### config.mk
export PLATFORM = sky130hd
export DESIGN_NAME = mem_arbiter
export DESIGN_NICKNAME = d
export VERILOG_FILES = /design/src/rtl/mem_arbiter_pkg.sv /design/src/rtl/mem_arbiter_fetch_buf.sv /design/src/rtl/mem_arbiter.sv
export SDC_FILE = /design/constraint.sdc
export NUM_CORES = 1
export LEC_CHECK = 0
export ABC_AREA = 1
export CELL_PAD_IN_SITES_DETAIL_PLACEMENT = 1
export CELL_PAD_IN_SITES_GLOBAL_PLACEMENT = 1
export CORE_UTILIZATION = 30
export CTS_CLUSTER_SIZE = 10
export DETAILED_ROUTE_END_ITERATION = 8
export PLACE_DENSITY = 0.85
export SYNTH_ARGS = -nofsm -noshare
export SYNTH_HDL_FRONTEND = slang
export SYNTH_SLANG_ARGS = --single-unit
export TNS_END_PERCENT = 30
### constraint.sdc
create_clock -name clk -period 2.8 [get_ports clk]
set_input_delay 0.28 -clock clk [delete_from_list [all_inputs] [get_ports clk]]
set_output_delay 0.28 -clock clk [all_outputs]
set_load 0.005 [all_outputs]
### src/rtl/mem_arbiter_pkg.sv
// mem_arbiter_pkg: shared controller codes, FSM states and owner encoding for mem_arbiter.
package mem_arbiter_pkg;
   localparam logic [15:0] UART_ADDR            = 16'hBF00;
   localparam logic [7:0]  RAM1_READ1           = 8'h51;
   localparam logic [7:0]  RAM1_WRITE1          = 8'h61;
   localparam logic [7:0]  UART_WRITE1          = 8'hE1;
   localparam logic [7:0]  UART_READ_FROM_QUEUE = 8'h83;
   localparam logic [7:0]  CTRL_IDLE            = 8'h00;
   typedef enum logic [1:0] {
      S_IDLE      = 2'd0,
      S_ISSUE     = 2'd1,
      S_WAIT_DONE = 2'd2,
      S_RESP      = 2'd3
   } state_t;
   typedef enum logic {
      OWN_IF  = 1'b0,
      OWN_MEM = 1'b1
   } owner_t;
   function automatic logic is_start(input logic [7:0] s);
      return s == RAM1_READ1 || s == RAM1_WRITE1 || s == UART_WRITE1 || s == UART_READ_FROM_QUEUE;
   endfunction
endpackage

### src/rtl/mem_arbiter_fetch_buf.sv
// fetch_buf: one-entry instruction buffer (valid, tag, data) with lookup, fill and invalidate.
module fetch_buf #(
   parameter int ADDR_W = 16,
   parameter int DATA_W = 16
) (
   input  logic              clk,
   input  logic              rst,
   input  logic [ADDR_W-1:0] lookup_addr,
   output logic              hit,
   output logic [DATA_W-1:0] hit_data,
   input  logic              fill_en,
   input  logic [ADDR_W-1:0] fill_addr,
   input  logic [DATA_W-1:0] fill_data,
   input  logic              inval
);
   logic              valid_q, valid_d;
   logic [ADDR_W-1:0] tag_q, tag_d;
   logic [DATA_W-1:0] data_q, data_d;
   always_comb begin
      valid_d = inval ? 1'b0 : (fill_en ? 1'b1 : valid_q);
      tag_d   = fill_en ? fill_addr : tag_q;
      data_d  = fill_en ? fill_data : data_q;
   end
   always_ff @(posedge clk or posedge rst) begin
      if (rst) begin
         valid_q <= 1'b0;
         tag_q   <= '0;
         data_q  <= '0;
      end else begin
         valid_q <= valid_d;
         tag_q   <= tag_d;
         data_q  <= data_d;
      end
   end
   assign hit      = valid_q && tag_q == lookup_addr;
   assign hit_data = data_q;
endmodule

### src/rtl/mem_arbiter.sv
// mem_arbiter: serialises IF and MEM accesses onto the RAM1/UART controller command port.
// Defining MEM_ARB_IBUF_EN adds a one-entry fetch buffer that answers repeat fetches locally.
module mem_arbiter
   import mem_arbiter_pkg::*;
#(
   parameter int ADDR_W = 16,
   parameter int DATA_W = 16
) (
   input  logic              clk,
   input  logic              rst,
   input  logic              if_req,
   input  logic [ADDR_W-1:0] if_addr,
   output logic [DATA_W-1:0] if_data,
   output logic              if_ready,
   input  logic              mem_req,
   input  logic              mem_we,
   input  logic [ADDR_W-1:0] mem_addr_in,
   input  logic [DATA_W-1:0] mem_wdata,
   output logic [DATA_W-1:0] mem_rdata,
   output logic              mem_ready,
   output logic              busy,
   output logic              need_to_work,
   output logic              mem_rd,
   output logic              mem_wr,
   output logic [ADDR_W-1:0] mem_addr,
   output logic [DATA_W-1:0] mem_value,
   input  logic              uart_work_done,
   input  logic [DATA_W-1:0] result,
   input  logic [7:0]        ram_status
);
   state_t            state_q, state_d;
   owner_t            owner_q, owner_d;
   logic              need_to_work_q, need_to_work_d;
   logic              mem_rd_q, mem_rd_d, mem_wr_q, mem_wr_d;
   logic [ADDR_W-1:0] mem_addr_q, mem_addr_d;
   logic [DATA_W-1:0] mem_value_q, mem_value_d;
   logic [DATA_W-1:0] if_data_q, if_data_d, mem_rdata_q, mem_rdata_d;
   logic              if_ready_q, if_ready_d, mem_ready_q, mem_ready_d;
   logic              busy_q, busy_d;
   logic              done;
   logic              ibuf_hit;
   logic [DATA_W-1:0] ibuf_data;
   assign done = ram_status == CTRL_IDLE && uart_work_done;
`ifdef MEM_ARB_IBUF_EN
   logic ibuf_fill, ibuf_inval;
   assign ibuf_inval = state_q == S_IDLE && mem_req && mem_we;
   assign ibuf_fill  = state_q == S_WAIT_DONE && done && owner_q == OWN_IF && mem_addr_q != ADDR_W'(UART_ADDR);
   fetch_buf #(.ADDR_W(ADDR_W), .DATA_W(DATA_W)) u_fetch_buf (
      .clk         (clk),
      .rst         (rst),
      .lookup_addr (if_addr),
      .hit         (ibuf_hit),
      .hit_data    (ibuf_data),
      .fill_en     (ibuf_fill),
      .fill_addr   (mem_addr_q),
      .fill_data   (result),
      .inval       (ibuf_inval)
   );
`else
   assign ibuf_hit  = 1'b0;
   assign ibuf_data = '0;
`endif
   always_comb begin
      state_d        = state_q;
      owner_d        = owner_q;
      need_to_work_d = need_to_work_q;
      mem_rd_d       = mem_rd_q;
      mem_wr_d       = mem_wr_q;
      mem_addr_d     = mem_addr_q;
      mem_value_d    = mem_value_q;
      if_data_d      = if_data_q;
      mem_rdata_d    = mem_rdata_q;
      if_ready_d     = 1'b0;
      mem_ready_d    = 1'b0;
      case (state_q)
         S_IDLE: begin
            if (mem_req) begin
               state_d        = S_ISSUE;
               owner_d        = OWN_MEM;
               need_to_work_d = 1'b1;
               mem_rd_d       = ~mem_we;
               mem_wr_d       = mem_we;
               mem_addr_d     = mem_addr_in;
               mem_value_d    = mem_wdata;
            end else if (if_req && ibuf_hit) begin
               state_d    = S_RESP;
               owner_d    = OWN_IF;
               if_data_d  = ibuf_data;
               if_ready_d = 1'b1;
            end else if (if_req) begin
               state_d        = S_ISSUE;
               owner_d        = OWN_IF;
               need_to_work_d = 1'b1;
               mem_rd_d       = 1'b1;
               mem_wr_d       = 1'b0;
               mem_addr_d     = if_addr;
               mem_value_d    = '0;
            end
         end
         // Non-start codes (e.g. a UART receive pre-empting us) just keep us waiting.
         S_ISSUE: begin
            if (is_start(ram_status)) begin
               state_d        = S_WAIT_DONE;
               need_to_work_d = 1'b0;
            end
         end
         S_WAIT_DONE: begin
            if (done) begin
               state_d     = S_RESP;
               mem_ready_d = owner_q == OWN_MEM;
               if_ready_d  = owner_q == OWN_IF;
               mem_rdata_d = (owner_q == OWN_MEM && mem_rd_q) ? result : mem_rdata_q;
               if_data_d   = owner_q == OWN_IF ? result : if_data_q;
            end
         end
         default: begin
            state_d  = S_IDLE;
            mem_rd_d = 1'b0;
            mem_wr_d = 1'b0;
         end
      endcase
   end
   assign busy_d = state_d != S_IDLE;
   always_ff @(posedge clk or posedge rst) begin
      if (rst) begin
         state_q        <= S_IDLE;
         owner_q        <= OWN_IF;
         need_to_work_q <= 1'b0;
         mem_rd_q       <= 1'b0;
         mem_wr_q       <= 1'b0;
         mem_addr_q     <= '0;
         mem_value_q    <= '0;
         if_data_q      <= '0;
         mem_rdata_q    <= '0;
         if_ready_q     <= 1'b0;
         mem_ready_q    <= 1'b0;
         busy_q         <= 1'b0;
      end else begin
         state_q        <= state_d;
         owner_q        <= owner_d;
         need_to_work_q <= need_to_work_d;
         mem_rd_q       <= mem_rd_d;
         mem_wr_q       <= mem_wr_d;
         mem_addr_q     <= mem_addr_d;
         mem_value_q    <= mem_value_d;
         if_data_q      <= if_data_d;
         mem_rdata_q    <= mem_rdata_d;
         if_ready_q     <= if_ready_d;
         mem_ready_q    <= mem_ready_d;
         busy_q         <= busy_d;
      end
   end
   assign need_to_work = need_to_work_q;
   assign mem_rd       = mem_rd_q;
   assign mem_wr       = mem_wr_q;
   assign mem_addr     = mem_addr_q;
   assign mem_value    = mem_value_q;
   assign if_data      = if_data_q;
   assign mem_rdata    = mem_rdata_q;
   assign if_ready     = if_ready_q;
   assign mem_ready    = mem_ready_q;
   assign busy         = busy_q;
endmodule

==> results of run 1 <==
-- metal layers --
layer	vias to the layer above	track usage, %	wire, µm
met5	-	0	0
met3	12	3.90	579
met1	1392	21.6	3880
met4	0	6.25	143
li1	1406	-	-
met2	109	30.6	4540
-- flip-flops by register name, indices dropped and copies added (netlist names), 2 cells and up --
name,flops
if_data,16
mem_addr,16
mem_rdata,16
mem_value,16
state_q,2
-- cell families after synthesis --
kind of cell,after synthesis,synth area share (%)
flip-flops,73,56.8
adder cells (fa/ha/maj),5,1.94
AO/OA/AOI/OAI,59,12.1
AND/OR/NAND/NOR,163,22.0
buffers and inverters,51,7.19
-- worst max-delay path by stage --
| stage | start | to | slack, ps | cells past startpoint |
|---|---|---|---|---|
| floorplan | rst | busy | 670 | 1 |
| global placement | mem_req | mem_value[1] | 870 | 7 |
| detailed placement | ram_status[5] | if_data[14] | 770 | 6 |
| CTS | state_q[0] | if_data[14] | 900 | 6 |
| global route | state_q[0] | if_data[14] | 750 | 7 |
| finish | state_q[0] | if_data[14] | 930 | 6 |
-- worst max-delay path, stage by stage, from the launching register on --
cell and delay, ps:
dfrtp_1 420, inv_1 130, ha_1 190, nand2_1 120, nor3_4 220, nand2_2 380
o21ai_1 320
-- cell type report --
cell class | count | area [µm²]
clock buffer | 11 | 151
clock inverter | 5 | 38.8
sequential | 73 | 1830
fill | 1228 | 5370
timing repair buffer | 151 | 1530
multi-input combinational | 227 | 1160
tap | 136 | 170
inverter | 34 | 128
-- layout by cell type (no fill, tap or decap), types with 2 or more instances in the layout --
cell type          n
clkdlybuf4s50_1  147
nand2_1           99
dfrtp_1           73
inv_1             31
nor2_1            23
nand3_1           18
a31oi_1           16
o21ai_2           16
o21ai_1           16
nand2_2           15
clkbuf_8          11
o21ai_0            6
ha_1               5
inv_2              3
a21oi_1            3
nor2_2             2
nand3_2            2
clkinv_4           2
buf_4              2
buf_12             2
-- stage by stage --
stage,area [µm²],instances
2_1_floorplan,3220,351
3_3_place_gp,4810,621
3_5_place_dp,4810,621
4_1_cts,5000,637
5_1_grt,5000,637
6_report,5000,637
-- power groups by stage --
stage | Sequential, mW | Clock (mW) | Combinational [mW]
5_1_grt | 1.49 | 0.863 | 1.41
2_1_floorplan | 1.47 | 0 | 0.526
6_report | 1.46 | 0.777 | 1.26
3_5_place_dp | 1.47 | 0 | 1.28
4_1_cts | 1.46 | 0.810 | 1.28
3_3_place_gp | 1.47 | 0 | 1.23
==> results.cfg, run 1 <==
[synthesis]
synthTopCellsByArea = dfrtp_1 57%, nand2_1 12%, o21ai_2 4.4%, inv_1 3.7%, a31oi_1 3.1%
synth_flop_cell = dfrtp_1
synth_top_cell_area_share_pct = 56.8
synthArstFlopShare_pct = 100
syn-cell-area_um2 = 3220
synth_edf_count = 0
ys_types = 25
syn_area_per_cell_um2 = 9.17
syn_nets = 434
yosysMostFrequentCell = nand2_1
ys_seq_area_share_pct = 56.8
ys_seq_elements = 73
yosysWarnings = 0
synth_area_leader_cell = dfrtp_1
syn_inst = 351
synthTopCellsByCount = 99 x nand2_1, 73 x dfrtp_1, 32 x inv_1, 23 x nor2_1, 18 x nand3_1

[global_routing]
grt_pass1_wl_um = 15400
grt_pass1_vias = 3045
antenna_found_initial = 0
grt_overflow = 0
grt_start_max_net_pins = 46
grt_usage_pct = 17.7

[detailed_routing]
ant_nets = 0
vias_per_cell = 4.58
drt_wl_total_um = 9140
wl_per_cell_um = 14.4
drc = 0
vias = 2919
drt-initial-drc-count = 113
drtPass1Iterations = 4

[clocking]
clk_latency_ps = 340
h-tree-depth = 3
cts_setup_buffers = 0
tritoncts = built
clk_path_buf_depth = 2
numCtsBuffers = 9
clock_tree.root_cell = clkbuf_8
clkTransAtPathRegs_ps = 80
cts.sinks = 73
hold_buffers = 0
ctsResizeCount = 0

[die]
die_x_um = 106
start_util_pct = 31.0
dieArea_um2 = 11100
core_area_um2 = 10400
die_h_um = 106
io_pins = 148
rows = 37

[sta]
max_freq_mhz = 535
hold_ws_ps = 437
rsz0062_at_grt = false
max-slew-margin-rel_pct = 42.4
hold_viol_final = 0
fin_skew_ps = 9.48
fin_ws_ps = 932
setup_viol = 0
fin_crit_sh_pct = 66.7
setup_tns_ps = 0
layout_min_cycle_time_ps = 1870
tightest_slew_ps = 863
drv_slew = 0

[worst_setup_path]
ff2ff_path_depth = 6
cp-end-kind = flop
cp_max_fo = 33
required_ps = 3040
critPathLaunchType = flop
timing.rr.end = if_data[14]
ff2ff_setup_slack_ps = 930
worstPathArrival_ps = 2110
r2r_start = state_q[0]
worst-setup-path-type = reg -> reg

[power_and_ir_drop]
pwr-share-seq_pct = 41.7
p_sw_mw = 1.14
p_leak_nw = 2.29
p_int_mw = 2.36
power_mw = 3.49
ir_drop_v = 0.000287
p_sw_share_pct = 32.6
p_clk_share_pct = 22.2
p_comb_share_pct = 36.1
p_per_area_nw_per_um2 = 699

[status]
outcome = finished clean

[flow_run]
drv_cap = 0

[placed_design]
portBuffers = 147
dp.final_hpwl_um = 7090
gp_congestion = 0.898
place_ws_ps = 770

[layout]
drive_above_1_share_pct = 12.0
final_util_pct = 48.2
area.growth.synth_to_final_pct = 55.4
diodes = 0
finalNetCount = 579

[min_path]
holdCritPathClass = in -> async
(Power assumes the default switching activity.)
==> run 2: changes to the inputs <==
==> constraint.sdc (replaced) <==
create_clock -name clk -period 1.9 [get_ports clk]
set_input_delay 0.19 -clock clk [delete_from_list [all_inputs] [get_ports clk]]
set_output_delay 0.19 -clock clk [all_outputs]
set_load 0.005 [all_outputs]
==> results.cfg, run 2 (same netlist as run 1, synthesis figures left out) <==
[sta]
max_freq_mhz = 598
setup_viol = 0
fin_crit_sh_pct = 88.1
hold_viol_final = 0
layout_min_cycle_time_ps = 1670
rsz0062_at_grt = false
fin_ws_ps = 227
max-slew-margin-rel_pct = 73.9
setup_tns_ps = 0
fin_skew_ps = 10.4
tightest_slew_ps = 391
drv_slew = 0

[global_routing]
grt_pass1_wl_um = 15900
grt_pass1_vias = 3128
grt_overflow = 0
grt_start_max_net_pins = 74
grt_usage_pct = 18.2
antenna_found_initial = 0

[detailed_routing]
wl_per_cell_um = 15.1
drt_wl_total_um = 9710
vias_per_cell = 4.64
vias = 2978
ant_nets = 0
drt-initial-drc-count = 100
drc = 0
drtPass1Iterations = 4

[power_and_ir_drop]
p_comb_share_pct = 36.0
p_per_area_nw_per_um2 = 1070
power_mw = 5.43
ir_drop_v = 0.000503
pwr-share-seq_pct = 39.1
p_sw_mw = 1.70
p_leak_nw = 2.32
p_int_mw = 3.73
p_sw_share_pct = 31.3
p_clk_share_pct = 24.9

[clocking]
h-tree-depth = 3
clk_path_buf_depth = 2
clk_latency_ps = 340
clock_tree.root_cell = clkbuf_8
tritoncts = built
clkTransAtPathRegs_ps = 90
numCtsBuffers = 9
cts.sinks = 73
ctsResizeCount = 0

[flow_run]
drv_cap = 0

[layout]
diodes = 0
drive_above_1_share_pct = 12.6
finalNetCount = 584
layout_common_cells = 147 x clkdlybuf4s50_1, 99 x nand2_1, 73 x dfrtp_1
area.growth.synth_to_final_pct = 58.4
final_common_cell = clkdlybuf4s50_1
final_util_pct = 49.1
fill_cells = 1230
fin_cells = 642

[die]
dieArea_um2 = 11100
io_pins = 148
start_util_pct = 31.0
die_h_um = 106
die_x_um = 106
core_area_um2 = 10400
rows = 37

[worst_setup_path]
ff2ff_setup_slack_ps = 230
required_ps = 2120
worst-setup-path-type = reg -> reg
cp-end-kind = flop
cp_max_fo = 32
worstPathArrival_ps = 1890
critPathLaunchType = flop

[placed_design]
dp.final_hpwl_um = 7290
place_ws_ps = 176
gp_congestion = 0.781
portBuffers = 147
dp.cells = 625

[min_path]
holdCritPathClass = in -> async

[status]
outcome = finished clean
==> run 2: cell types whose count changed in the layout (fill, tap and decap cells not counted) <==
cell and delta:
buf_4 +3, clkinvlp_4 +3, buf_12 +2, bufinv_16 +2
clkbuf_8 -2, clkinv_4 -2, clkbuf_1 +1, clkinv_2 -1
inv_2 -1
==> run 2: power groups by stage <==
stage	Combinational [mW]	Sequential, mW	Clock, mW
finish	1.95	2.13	1.35
global route	2.15	2.17	1.49
global placement	1.86	2.14	0
CTS	1.95	2.13	1.40
floorplan	0.775	2.16	0
detailed placement	1.93	2.16	0
==> run 2: layer usage <==
| metal | wire, µm | share of wire (%) | GRT usage (%) | up-vias |
|---|---|---|---|---|
| met5 | 0 | 0 | 0 | - |
| met4 | 145 | 1.5 | 4.66 | 0 |
| met1 | 4090 | 42 | 22.7 | 1439 |
| met2 | 4880 | 50 | 30.8 | 110 |
| li1 | - | - | - | 1417 |
| met3 | 604 | 6.2 | 5.32 | 12 |
==> run 2: timing repair <==
| action | in CTS | in global routing |
|---|---|---|
| buffers inserted | 0 | 1 |
| hold buffers | 0 | 0 |
| endpoints found under the setup margin | 0 | 1 |
==> run 2: final cells by class <==
| cell class | instances | area [µm²] | share of cell area (%) |
|---|---|---|---|
| clock buffers | 10 | 128 | 2.50 |
| clock inverters | 6 | 91.3 | 1.79 |
| inverters | 34 | 131 | 2.58 |
| multi-input cells | 227 | 1160 | 22.8 |
| flip-flops and latches | 73 | 1830 | 35.8 |
| well taps | 136 | 170 | 3.34 |
| repair buffers | 156 | 1590 | 31.2 |
==> run 2: stage by stage <==
stage / cell area (µm²) / hold WS, ps
detailed placement: 4860 / 465
global placement: 4860 / 463
CTS: 5080 / 304
floorplan: 3220 / 331
finish: 5100 / 294
global route: 5100 / 302
==> run 2: final timing paths <==
| path | startpoint | end | cells past startpoint |
|---|---|---|---|
| worst max-delay path | state_q[0] | mem_rdata[5] | 8 |
| max in group asynchronous | rst | mem_rdata[9] | 3 |
| worst max register to register | state_q[0] | mem_rdata[5] | 8 |
| worst min register to register | mem_value[12] | mem_value[12] | 2 |
| min in group clk | mem_wdata[14] | mem_value[14] | 3 |
| worst min-delay path | rst | mem_rdata[3] | 3 |
==> run 2: critical path: stages, from the launching register on <==
cell	delay, ps
dfrtp_1	420
inv_1	120
ha_1	200
nand2_1	120
nor3_4	210
nand3_2	120
buf_12	200
nand2_2	100
o21ai_2	60
==> run 3: changes to the inputs <==
--- a/config.mk
+++ b/config.mk
@@ -6,12 +6,14 @@
 export NUM_CORES = 1
 export LEC_CHECK = 0
 export ABC_AREA = 1
+export CAP_MARGIN = 10
 export CELL_PAD_IN_SITES_DETAIL_PLACEMENT = 1
 export CELL_PAD_IN_SITES_GLOBAL_PLACEMENT = 1
 export CORE_UTILIZATION = 30
 export CTS_CLUSTER_SIZE = 10
 export DETAILED_ROUTE_END_ITERATION = 8
 export PLACE_DENSITY = 0.85
+export REMOVE_ABC_BUFFERS = 1
 export SYNTH_ARGS = -nofsm -noshare
 export SYNTH_HDL_FRONTEND = slang
 export SYNTH_SLANG_ARGS = --single-unit
==> results.cfg, run 3 (same netlist as run 1, synthesis figures left out) <==
[status]
outcome = finished clean

[worst_setup_path]
worst-setup-path-type = reg -> reg
required_ps = 2120
cp_max_fo = 32
cp-end-kind = flop
critPathLaunchType = flop
ff2ff_path_depth = 8
worstPathArrival_ps = 1900

[power_and_ir_drop]
p_leak_nw = 2.31
power_mw = 5.12
ir_drop_v = 0.000577
p_per_area_nw_per_um2 = 1020

[detailed_routing]
drtPass1Iterations = 4
wl_per_cell_um = 13.9
drt_wl_total_um = 8950
ant_nets = 0
drc = 0
drt-initial-drc-count = 85
vias = 2918
vias_per_cell = 4.55

[placed_design]
dp.final_hpwl_um = 6860
portBuffers = 147
dpl_cell_area_um2 = 4850
gp_congestion = 0.810

[clocking]
clkTransAtPathRegs_ps = 80
clk_path_buf_depth = 2
ctsResizeCount = 0
h-tree-depth = 3
cts.sinks = 73
tritoncts = built
hold_buffers = 0
clock_tree.root_cell = clkbuf_8
numCtsBuffers = 9
clk_latency_ps = 340
cts_setup_buffers = 0

[die]
start_util_pct = 31.0
rows = 37
dieArea_um2 = 11100
io_pins = 148
die_x_um = 106
die_h_um = 106
core_area_um2 = 10400

[sta]
tightest_slew_ps = 386
fin_skew_ps = 10.6
max-slew-margin-rel_pct = 74.3
max_freq_mhz = 598
hold_viol_final = 0
fin_crit_sh_pct = 88.1
drv_slew = 0
setup_viol = 0
layout_min_cycle_time_ps = 1670
rsz0062_at_grt = false

[global_routing]
antenna_found_initial = 0
grt_overflow = 0
grt_usage_pct = 16.7
grt_pass1_wl_um = 14800
grt_pass1_vias = 3076
grt_start_max_net_pins = 74

[layout]
finalNetCount = 584
layout_common_cells = 147 x clkdlybuf4s50_1, 99 x nand2_1, 73 x dfrtp_1
area.growth.synth_to_final_pct = 56.3
fill_cells = 1204
final_common_cell = clkdlybuf4s50_1
diodes = 0
drive_above_1_share_pct = 12.8
post-route-cell-area_um2 = 5030

[flow_run]
drv_cap = 0

[min_path]
holdCritPathClass = in -> async
==> run 3: through the flow <==
step                      worst slack (ps)  hold slack [ps]  cells  setup TNS [ps]  util, %
after detailed placement               166              473    626               0     46.8
after CTS                              213              259    642               0     48.5
after global placement                 245              462    626               0     46.8
after global routing                  50.5              273    642               0     48.5
after floorplan                       -143              311    334          -12390        -
final                                  226              246    642               0     48.5
==> run 3: area by class of cell <==
type	instances	area, µm²	share of cell area [%]
Timing Repair Buffer	156	1560	31.1
Sequential cell	73	1830	36.3
Inverter	34	128	2.54
Tap cell	136	170	3.38
Clock buffer	11	151	3.01
Multi-Input combinational cell	227	1160	23.1
Clock inverter	5	30.0	0.597
==> run 3: power breakdown <==
part	total (mW)	internal, mW	switching (mW)
clock	1.11	0.539	0.574
sequential	2.14	1.92	0.227
combinational	1.86	1.02	0.843
total	5.12	3.47	1.64
==> run 3: final timing paths <==
kind / start / to / slack, ps
min in group clk: mem_wdata[7] / mem_value[7] / 390
min reg2reg: mem_value[2] / mem_value[2] / 490
max in group asynchronous: rst / state_q[1] / 1330
min: rst / mem_rdata[6] / 250
max reg2reg: state_q[0] / mem_rdata[13] / 230
max: state_q[0] / mem_rdata[13] / 230
==> run 3: worst max-delay path, stage by stage, from the launching register on <==
cell and delay [ps]:
dfrtp_1 410, inv_1 120, ha_1 190, nand2_1 120, nor3_4 230, nand3_2 120, buf_12 200, nand2_1 100
o21ai_2 50
==> run 3: routing by layer <==
metal	routed length, µm	vias up	global-route usage (%)
met5	0	-	0
met4	132	0	6.45
met3	554	13	4.14
met2	4380	105	28.6
met1	3880	1384	20.3
li1	-	1416	-
